**src/rtl/card_pkg.sv**
```systemverilog
// Card types, rank constants and the rank-to-baccarat-value helper shared by
// the hand datapath, its score sub-module and the handshake interface.
package card_pkg;

  typedef logic [3:0] card_t;
  typedef logic [3:0] score_t;

  localparam card_t RANK_ACE  = 4'd1;
  localparam card_t RANK_KING = 4'd13;

  // Ranks 1..9 count at face value; tens, faces and the empty slot (0) count as 0.
  function automatic score_t card_value(input card_t c);
    if ((c >= 4'd1) && (c <= 4'd9)) begin
      return score_t'(c);
    end else begin
      return 4'd0;
    end
  endfunction

endpackage

```
**src/rtl/hand_datapath_if.sv**
```systemverilog
// Handshake/bus bundle between the round controller (master) and the
// card-dealing datapath (slave): load pulses one way, cards/scores/status back.
interface hand_datapath_if;

  logic             load_pcard1;
  logic             load_pcard2;
  logic             load_pcard3;
  logic             load_dcard1;
  logic             load_dcard2;
  logic             load_dcard3;
  card_pkg::card_t  new_card;
  card_pkg::card_t  pcard1;
  card_pkg::card_t  pcard2;
  card_pkg::card_t  pcard3;
  card_pkg::card_t  dcard1;
  card_pkg::card_t  dcard2;
  card_pkg::card_t  dcard3;
  card_pkg::score_t pscore;
  card_pkg::score_t dscore;
  logic [2:0]       cards_dealt;
  logic             seq_error;

  modport master (
    output load_pcard1, load_pcard2, load_pcard3,
           load_dcard1, load_dcard2, load_dcard3,
    input  new_card, pcard1, pcard2, pcard3, dcard1, dcard2, dcard3,
           pscore, dscore, cards_dealt, seq_error
  );

  modport slave (
    input  load_pcard1, load_pcard2, load_pcard3,
           load_dcard1, load_dcard2, load_dcard3,
    output new_card, pcard1, pcard2, pcard3, dcard1, dcard2, dcard3,
           pscore, dscore, cards_dealt, seq_error
  );

endinterface

```
**src/rtl/hand_datapath_score_hand.sv**
```systemverilog
// score_hand: combinational baccarat score of a three-card hand,
// (sum of card values) mod 10. The sum needs 5 bits (max 9+9+9 = 27).
module score_hand
  import card_pkg::*;
(
  input  card_t  i_card1,
  input  card_t  i_card2,
  input  card_t  i_card3,
  output score_t o_score
);

  logic [4:0] w_sum;

  // Add the three card values and reduce modulo 10.
  always_comb begin
    w_sum   = {1'b0, card_value(i_card1)} + {1'b0, card_value(i_card2)}
            + {1'b0, card_value(i_card3)};
    o_score = score_t'(w_sum % 5'd10);
  end

endmodule

```
**src/rtl/hand_datapath.sv**
```systemverilog
// hand_datapath: card source, six hand slots, load decode, deal counter and
// sticky protocol-error flag for the baccarat round controller.
// Build option: define CARD_LFSR_EN to replace the 1..13 wrap counter with an
// 8-bit Fibonacci LFSR (x^8+x^6+x^5+x^4) seeded by LFSR_SEED.
module hand_datapath
  import card_pkg::*;
#(
  parameter int NUM_RANKS = 13
`ifdef CARD_LFSR_EN
  ,
  parameter logic [7:0] LFSR_SEED = 8'hA5
`endif
) (
  input  logic             slow_clock,
  input  logic             reset,
  hand_datapath_if.slave   bus
);

  card_t      w_new_card;
  card_t      r_slot [6];
  logic [5:0] w_load;
  logic [2:0] w_num_loads;
  logic       w_target_empty;
  logic       w_load_ok;
  logic       w_violation;
  logic [2:0] r_cards_dealt;
  logic       r_seq_error;

`ifdef CARD_LFSR_EN
  logic [7:0] r_lfsr;

  // Free-running LFSR; shifts every non-reset edge regardless of loads.
  always_ff @(posedge slow_clock) begin
    if (reset) begin
      r_lfsr <= LFSR_SEED;
    end else begin
      r_lfsr <= {r_lfsr[6:0], r_lfsr[7] ^ r_lfsr[5] ^ r_lfsr[4] ^ r_lfsr[3]};
    end
  end

  assign w_new_card = card_t'((r_lfsr % 8'(NUM_RANKS)) + 8'd1);
`else
  card_t r_card_cnt;

  // Wrap counter 1..NUM_RANKS; advances every non-reset edge regardless of loads.
  always_ff @(posedge slow_clock) begin
    if (reset) begin
      r_card_cnt <= RANK_ACE;
    end else if (r_card_cnt >= 4'(NUM_RANKS)) begin
      r_card_cnt <= RANK_ACE;
    end else begin
      r_card_cnt <= r_card_cnt + 4'd1;
    end
  end

  assign w_new_card = r_card_cnt;
`endif

  assign w_load = {bus.load_dcard3, bus.load_dcard2, bus.load_dcard1,
                   bus.load_pcard3, bus.load_pcard2, bus.load_pcard1};

  // Count simultaneous loads and check whether the addressed slot is empty.
  always_comb begin
    w_num_loads    = 3'd0;
    w_target_empty = 1'b0;
    for (int i = 0; i < 6; i++) begin
      w_num_loads = w_num_loads + {2'b00, w_load[i]};
      if (w_load[i] && (r_slot[i] == 4'd0)) begin
        w_target_empty = 1'b1;
      end else begin
        w_target_empty = w_target_empty;
      end
    end
    w_load_ok   = (w_num_loads == 3'd1) && w_target_empty;
    w_violation = (w_num_loads > 3'd1) || ((w_num_loads == 3'd1) && !w_target_empty);
  end

  // Hand slots: only a clean single load into an empty slot writes it.
  always_ff @(posedge slow_clock) begin
    for (int i = 0; i < 6; i++) begin
      if (reset) begin
        r_slot[i] <= 4'd0;
      end else if (w_load_ok && w_load[i]) begin
        r_slot[i] <= w_new_card;
      end else begin
        r_slot[i] <= r_slot[i];
      end
    end
  end

  // Deal counter (saturating at 6) and sticky violation flag.
  always_ff @(posedge slow_clock) begin
    if (reset) begin
      r_cards_dealt <= 3'd0;
      r_seq_error   <= 1'b0;
    end else begin
      if (w_load_ok && (r_cards_dealt != 3'd6)) begin
        r_cards_dealt <= r_cards_dealt + 3'd1;
      end else begin
        r_cards_dealt <= r_cards_dealt;
      end
      r_seq_error <= r_seq_error | w_violation;
    end
  end

  score_hand u_player_score (
    .i_card1 (r_slot[0]),
    .i_card2 (r_slot[1]),
    .i_card3 (r_slot[2]),
    .o_score (bus.pscore)
  );

  score_hand u_dealer_score (
    .i_card1 (r_slot[3]),
    .i_card2 (r_slot[4]),
    .i_card3 (r_slot[5]),
    .o_score (bus.dscore)
  );

  assign bus.new_card    = w_new_card;
  assign bus.pcard1      = r_slot[0];
  assign bus.pcard2      = r_slot[1];
  assign bus.pcard3      = r_slot[2];
  assign bus.dcard1      = r_slot[3];
  assign bus.dcard2      = r_slot[4];
  assign bus.dcard3      = r_slot[5];
  assign bus.cards_dealt = r_cards_dealt;
  assign bus.seq_error   = r_seq_error;

endmodule
```
**src/flat_wrapper.sv**
```systemverilog
// flat-port wrapper written by rule: the top's interface ports become plain ports
module hand_datapath_flat import card_pkg::*;
#(
  parameter int NUM_RANKS = 13

)
  (slow_clock, reset, bus_load_pcard1, bus_load_pcard2, bus_load_pcard3, bus_load_dcard1, bus_load_dcard2, bus_load_dcard3, bus_new_card, bus_pcard1, bus_pcard2, bus_pcard3, bus_dcard1, bus_dcard2, bus_dcard3, bus_pscore, bus_dscore, bus_cards_dealt, bus_seq_error);
  hand_datapath_if bus_i ();
  input  logic slow_clock;
  input  logic reset;
  input wire logic [$bits(bus_i.load_pcard1)-1:0] bus_load_pcard1;
  input wire logic [$bits(bus_i.load_pcard2)-1:0] bus_load_pcard2;
  input wire logic [$bits(bus_i.load_pcard3)-1:0] bus_load_pcard3;
  input wire logic [$bits(bus_i.load_dcard1)-1:0] bus_load_dcard1;
  input wire logic [$bits(bus_i.load_dcard2)-1:0] bus_load_dcard2;
  input wire logic [$bits(bus_i.load_dcard3)-1:0] bus_load_dcard3;
  output wire logic [$bits(bus_i.new_card)-1:0] bus_new_card;
  output wire logic [$bits(bus_i.pcard1)-1:0] bus_pcard1;
  output wire logic [$bits(bus_i.pcard2)-1:0] bus_pcard2;
  output wire logic [$bits(bus_i.pcard3)-1:0] bus_pcard3;
  output wire logic [$bits(bus_i.dcard1)-1:0] bus_dcard1;
  output wire logic [$bits(bus_i.dcard2)-1:0] bus_dcard2;
  output wire logic [$bits(bus_i.dcard3)-1:0] bus_dcard3;
  output wire logic [$bits(bus_i.pscore)-1:0] bus_pscore;
  output wire logic [$bits(bus_i.dscore)-1:0] bus_dscore;
  output wire logic [$bits(bus_i.cards_dealt)-1:0] bus_cards_dealt;
  output wire logic [$bits(bus_i.seq_error)-1:0] bus_seq_error;
  assign bus_i.load_pcard1 = bus_load_pcard1;
  assign bus_i.load_pcard2 = bus_load_pcard2;
  assign bus_i.load_pcard3 = bus_load_pcard3;
  assign bus_i.load_dcard1 = bus_load_dcard1;
  assign bus_i.load_dcard2 = bus_load_dcard2;
  assign bus_i.load_dcard3 = bus_load_dcard3;
  assign bus_new_card = bus_i.new_card;
  assign bus_pcard1 = bus_i.pcard1;
  assign bus_pcard2 = bus_i.pcard2;
  assign bus_pcard3 = bus_i.pcard3;
  assign bus_dcard1 = bus_i.dcard1;
  assign bus_dcard2 = bus_i.dcard2;
  assign bus_dcard3 = bus_i.dcard3;
  assign bus_pscore = bus_i.pscore;
  assign bus_dscore = bus_i.dscore;
  assign bus_cards_dealt = bus_i.cards_dealt;
  assign bus_seq_error = bus_i.seq_error;
  hand_datapath #(.NUM_RANKS(NUM_RANKS)) u_core (.slow_clock(slow_clock), .reset(reset), .bus(bus_i));
endmodule
```
**config.mk**
```make
export PLATFORM = sky130hd
export DESIGN_NAME = hand_datapath_flat
export DESIGN_NICKNAME = d
export VERILOG_FILES = /design/src/rtl/card_pkg.sv /design/src/rtl/hand_datapath_if.sv /design/src/rtl/hand_datapath_score_hand.sv /design/src/rtl/hand_datapath.sv /design/src/flat_wrapper.sv
export SDC_FILE = /design/constraint.sdc
export NUM_CORES = 1
export LEC_CHECK = 0
export BUFFER_PORTS_ARGS = -buffer_cell sky130_fd_sc_hd__buf_2
export CAP_MARGIN = 20
export CORE_UTILIZATION = 60
export DETAILED_ROUTE_END_ITERATION = 8
export HOLD_SLACK_MARGIN = 0.03
export PLACE_DENSITY = 0.94
export SYNTH_ARGS = -nofsm -noshare
export SYNTH_HDL_FRONTEND = slang
export SYNTH_SLANG_ARGS = --single-unit
export TNS_END_PERCENT = 1
```
**constraint.sdc**
```tcl
create_clock -name slow_clock -period 7.6 [get_ports slow_clock]
set_input_delay 1.52 -clock slow_clock [delete_from_list [all_inputs] [get_ports slow_clock]]
set_output_delay 1.52 -clock slow_clock [all_outputs]
set_load 0.02 [all_outputs]
```
### Yosys cells after proc, flatten, opt, wreduce, memory -nomap -nowiden

Memories as Yosys holds them, arrays and structs flattened.
Index checks and enable logic that the tools add are counted.

| storage, ports and cells | value |
|---|---|
| memories | 1 |
| register bits | 8 |
| memory bits (writable) | 24 |
| bits of input ports | 8 |

| operators by class | value |
|---|---|
| equal/unequal tests | 2 |
| $lt $le $gt $ge | 14 |
| bitwise logic cells | 13 |
| reduce and logical (&&, ||, !) cells | 30 |
| div/mod/pow operators | 2 |
| $add $sub $neg | 11 |
| mux-type cells | 62 |

Memory list:

| name | words | width | read ports | clocked after Yosys merged registers in | wr ports | RTL line | RTL |
|---|---|---|---|---|---|---|---|
| u_core.r_slot | 6 | 4 | 6 | 0 | 6 | hand_datapath.sv:20 | `card_t r_slot [6];` |

Operator list:

| kind | number |
|---|---|
| 4-bit two-way mux | 18 |
| 1-bit two-way mux | 44 |
| 4-bit by 1-bit >= comparator with 1-bit output (second input constant) | 6 |
| 4-bit less-or-equal comparator (second input constant) | 6 |
| 4-bit logical NOT | 6 |
| 1-bit logical AND | 21 |
| 1-bit OR | 13 |
| 3-bit by 1-bit adder with 3-bit output | 4 |
| 4-bit by 4-bit adder with 5-bit output | 2 |
| 5-bit by 4-bit adder with 5-bit output | 2 |
| 5-bit by 4-bit remainder unit with 5-bit output (second input constant) | 2 |
| 4-bit by 1-bit adder with 4-bit output (second input constant) | 1 |
| 4-bit >= comparator (second input constant) | 1 |
| 3-bit by 1-bit adder with 3-bit output (second input constant) | 1 |
| 3-bit by 1-bit equality test with 1-bit output (second input constant) | 1 |
| 3-bit by 1-bit greater-than comparator with 1-bit output (second input constant) | 1 |
| 3-bit != test (second input constant) | 1 |
| 1-bit by 1-bit adder with 2-bit output | 1 |
| 2-bit OR reduction | 1 |
| 1-bit logical NOT | 1 |
| 1-bit logical OR | 1 |

### Logic depth before layout (Yosys ltp)

An unclocked memory read counts as a cell.

| logic depth | value |
|---|---|
| word-level depth | 16 |
| mapped depth | 15 |

### By module

Synthesis repeated with hierarchy kept, for this count alone.

| unflattened totals | value |
|---|---|
| cell total of the unflattened synthesis | 261 |
| area, all modules | 2524.9 µm² |

Modules (own cells, without submodules):

| module | area an instance (µm²) | cells an instance | times used |
|---|---|---|---|
| hand_datapath | 1604.0 | 136 | 1 |
| score_hand at u_core.u_dealer_score | 469.2 | 65 | 1 |
| score_hand at u_core.u_player_score | 451.7 | 60 | 1 |

### Worst setup path before layout

Ideal clock, no wire load.

| timing path | value |
|---|---|
| path type | flip-flop to output port |
| from | memory u_core.r_slot[2][7] in the netlist's numbering |
| to | output port bus_dscore[1] |
| setup slack | 2450 ps |
| cell stages (with the launch flop) | 15 |
| arrival | 3630 ps |
| buffers on the path | 0 |
| cells stage by stage | edfxtp_1 -> or2b_2 -> fa_1 -> inv_1 -> ha_1 -> nand3_1 -> and3_1 -> or2_2 -> and2_1 -> a21oi_1 -> ha_1 -> o21ai_0 -> a211oi_1 -> nor3_1 -> xnor2_1 |

RTL lines:

| item | RTL line | RTL |
|---|---|---|
| from (decl) | hand_datapath.sv:20 |  |
| to (decl) | flat_wrapper.sv:25 | `output wire logic [$bits(bus_i.dscore)-1:0] bus_dscore;` |

==> impl_results.md <==
* Status: finished clean
* Worst Setup SP: u_core.r_slot[2][7]
* Compound-gate portion of the synthesized area at 0.123
* Sink Count at 32
* Clk slew on worst S/H paths at ~70 ps
* I/O pins at 48
* Initial drt markers at 110
* Final Skew at approximately 8.6 ps
* Dominant cells by area after synthesis: edfxtp_1 28%, fa_1 10%, ha_1 7.8%, dfxtp_1 6.3%, nor2_1 4.3%
* Worst slew margin at 0.623
* Achievable Freq at around 0.18 GHz
* Crit end category: output pin
* Syn-to-layout area delta at 13.1%
* Routed Antenna Nets at 0
* Post-layout nets at between 300 and 400
* Die ar. at roughly 0.0045 mm2
* Root buf cell: clkbuf_8
* Initial antenna violation count at 0
* Crit Path Class: reg2out
* Yosys warns at 0
* CP startpoint kind: register
* CTS tree: built
* Synth Cell Area at between 0.002 and 0.003 mm2
* Hold_buf cts at 0
* Largest net degree at the start of global routing at 27
* CP max FO at 6
* Vias in the first global route at around 1.9k
* Post-CTS Setup Bufs at 0
* Final Slew Violations at 0
* Combinational family with the most area after synthesis: simple AND/OR/NAND/NOR gates
* Die H at 67.3 um
* Number of synthesized flops with an enable pin at 24
* Starting Density at 0.631
* Vias at about 2k
* Top cell by count, worst path: ha_1
* Leak pwr at around 1.4 nW
* Pwr per Cell Area at ~220 mW/mm2
* TritonRoute pass-1 iters at 4
* Synth Area in Adders at 0.180
* Async set-reset flop share out of synthesis at 0
* Unique masters post-synth at 50
* Post-cts sizing count at 0
* Post-Route WL at 5120 um
* Core ar. at approximately 0.0041 mm2
* First-pass GRT wire length at 8580 um
* Layout cells sized above 1 at 0.245
* R2R Setup Slk at between 5000 and 6000 ps
* Synth area leader: edfxtp_1
* Most used DFF post-synth: edfxtp_1
* Via density at around 5.6
* Simple-gate area share of the yosys netlist at 0.273
* Number of cells on the critical path at 15
* Delay of the slowest critical-path stage at 560 ps
* Final period util at 0.722
* Tightest Pin Transition at about 560 ps
* Cells after DPL at between 300 and 400
* Mapped Nets at about 290
* Synth Instances at about 250
* Delay-heaviest family, CP: simple AND/OR/NAND/NOR gates
* Maxcap violations at 0
* Seq/Total Area, Yosys at 0.344
* CTS Buffer Depth at 2
* Clock Latency Late Sink at 290 ps
* H-tree depth at 2
* FF-to-FF End: u_core.r_slot[2][5]
* Setup TNS at 0 ps
* Worst Path Required at 6080 ps
* FF+latch count, synth at 32
* Setup violators final at 0
* Post-DP HPWL at around 4000 um
* Mux cell area share after synthesis at 0.0127
* CP Buf/Inv Count at 2
* Post-synth top cells: 29 x nor2_1, 24 x edfxtp_1, 21 x inv_1, 16 x and3_1, 16 x ha_1
* GRT Residual Overflow at 0
* Final hold vios at 0
* Cells along the critical path: or2b_2, fa_1, inv_1, ha_1, nand3_1, and3_1, or2_2, and2_1, a21oi_1, ha_1, o21ai_0, a211oi_1, nor3_1, xnor2_1, buf_2
* Hold Path Class: reg2reg
* Min cycle time layout at ~5500 ps
* Port bufs at 47
* Reg2reg start: u_core.r_slot[1][6]
* R2r worst-path depth at 5
* Syn_area_per_cell at about 10 um2
* Diode count at 0
* Maximum VDD drop at between 0.15 and 0.2 mV
* WL/cell at about 15 um
* RePlAce Congestion at 0.873
* Area fraction of the dominant cell type after synthesis at 0.281
* Die Width at a little under 70 um
* Num CTS Buffers at 5
* Slowest-stage cell, CP: fa_1
* Synth Area in XOR/XNOR at 0.0171
* Worst setup endpoint: bus_dscore[1]
* Drt drc at 0
* RSZ-0062 raised after global routing: false
* Overall routing resource usage at 0.255
* Row count at 23
* Top-count cell post-synth: nor2_1
* Arr. time, crit path at 3970 ps
* Fin cells at between 300 and 400
-- cell type report --
cell class                      instances  area [um2]
Fill cell                             303        1160
Inverter                               22        82.6
Timing Repair Buffer                   47         235
Clock buffer                            5        68.8
Sequential cell                        32         881
Clock inverter                          3        18.8
Tap cell                               50        62.6
Multi-Input combinational cell        193        1550
-- sequential cells by signal, indices dropped and copies added, names as in the netlist --
register	flops
u_core.r_slot	24
u_core.bus.new_card	4
u_core.bus.seq_error	1
u_core.bus.cards_dealt	3
-- metal layers --
layer,vias to the layer above,GRT usage,part of all wire
met5,-,0,0
met4,0,0.106,0.018
met3,9,0.0574,0.064
met2,58,0.434,0.50
met1,915,0.311,0.41
li1,993,-,-
-- cells by family (layout without fill, tap and decap cells) --
group,after synthesis,after routing
AND/OR/NAND/NOR,112,112
AO/OA/AOI/OAI,44,44
flip-flops,32,32
adder cells (fa/ha/maj),29,29
buffers and inverters,27,77
XOR/XNOR,5,5
multiplexers,3,3
-- metrics by stage --
step | total power [mW] | hold slack, ps | cell area (um2) | util | setup slack, ps
floorplan | 0.444 | 551 | 2560 | - | 2450
global placement | 0.501 | 487 | 2810 | 0.693 | 2560
detailed placement | 0.512 | 485 | 2810 | 0.693 | 2410
CTS | 0.639 | 503 | 2900 | 0.714 | 2080
global route | 0.682 | 527 | 2900 | 0.714 | 1770
finish | 0.637 | 509 | 2900 | 0.714 | 2110
-- tightest hold or removal path, cell delays in order, from the launching register on --
cell,delay [ps]
dfxtp_1,340
inv_1,60
a211oi_1,60
-- worst min path at each step --
stage,slack [ps],start,cells past startpoint,end
3_3_place_gp,490,u_core.bus.cards_dealt[2],2,u_core.bus.cards_dealt[2]
4_1_cts,500,u_core.bus.cards_dealt[2],2,u_core.bus.cards_dealt[2]
3_5_place_dp,490,u_core.bus.cards_dealt[2],2,u_core.bus.cards_dealt[2]
5_1_grt,530,u_core.bus.cards_dealt[2],2,u_core.bus.cards_dealt[2]
6_report,510,u_core.bus.cards_dealt[2],2,u_core.bus.cards_dealt[2]
2_1_floorplan,550,u_core.bus.cards_dealt[2],2,u_core.bus.cards_dealt[2]
-- report_power, final --
part	internal, mW	switching (mW)	leakage [nW]	total, mW
combinational	0.115	0.179	1.01	0.294
sequential	0.202	0.0128	0.314	0.215
clock	0.0636	0.0645	0.0479	0.128
-- layout by cell type (no fill, tap or decap), types with 5 or more instances in the layout --
master / count
buf_2: 47
nand2_1: 12
clkbuf_8: 5
a21o_1: 6
nor2b_1: 12
edfxtp_1: 24
dfxtp_1: 8
inv_1: 21
a21oi_1: 13
and3_1: 16
or2_1: 5
ha_1: 16
fa_1: 13
o21ai_0: 5
a21boi_0: 6
nor2_1: 29
Note: power is estimated with default switching activity, not from simulation.
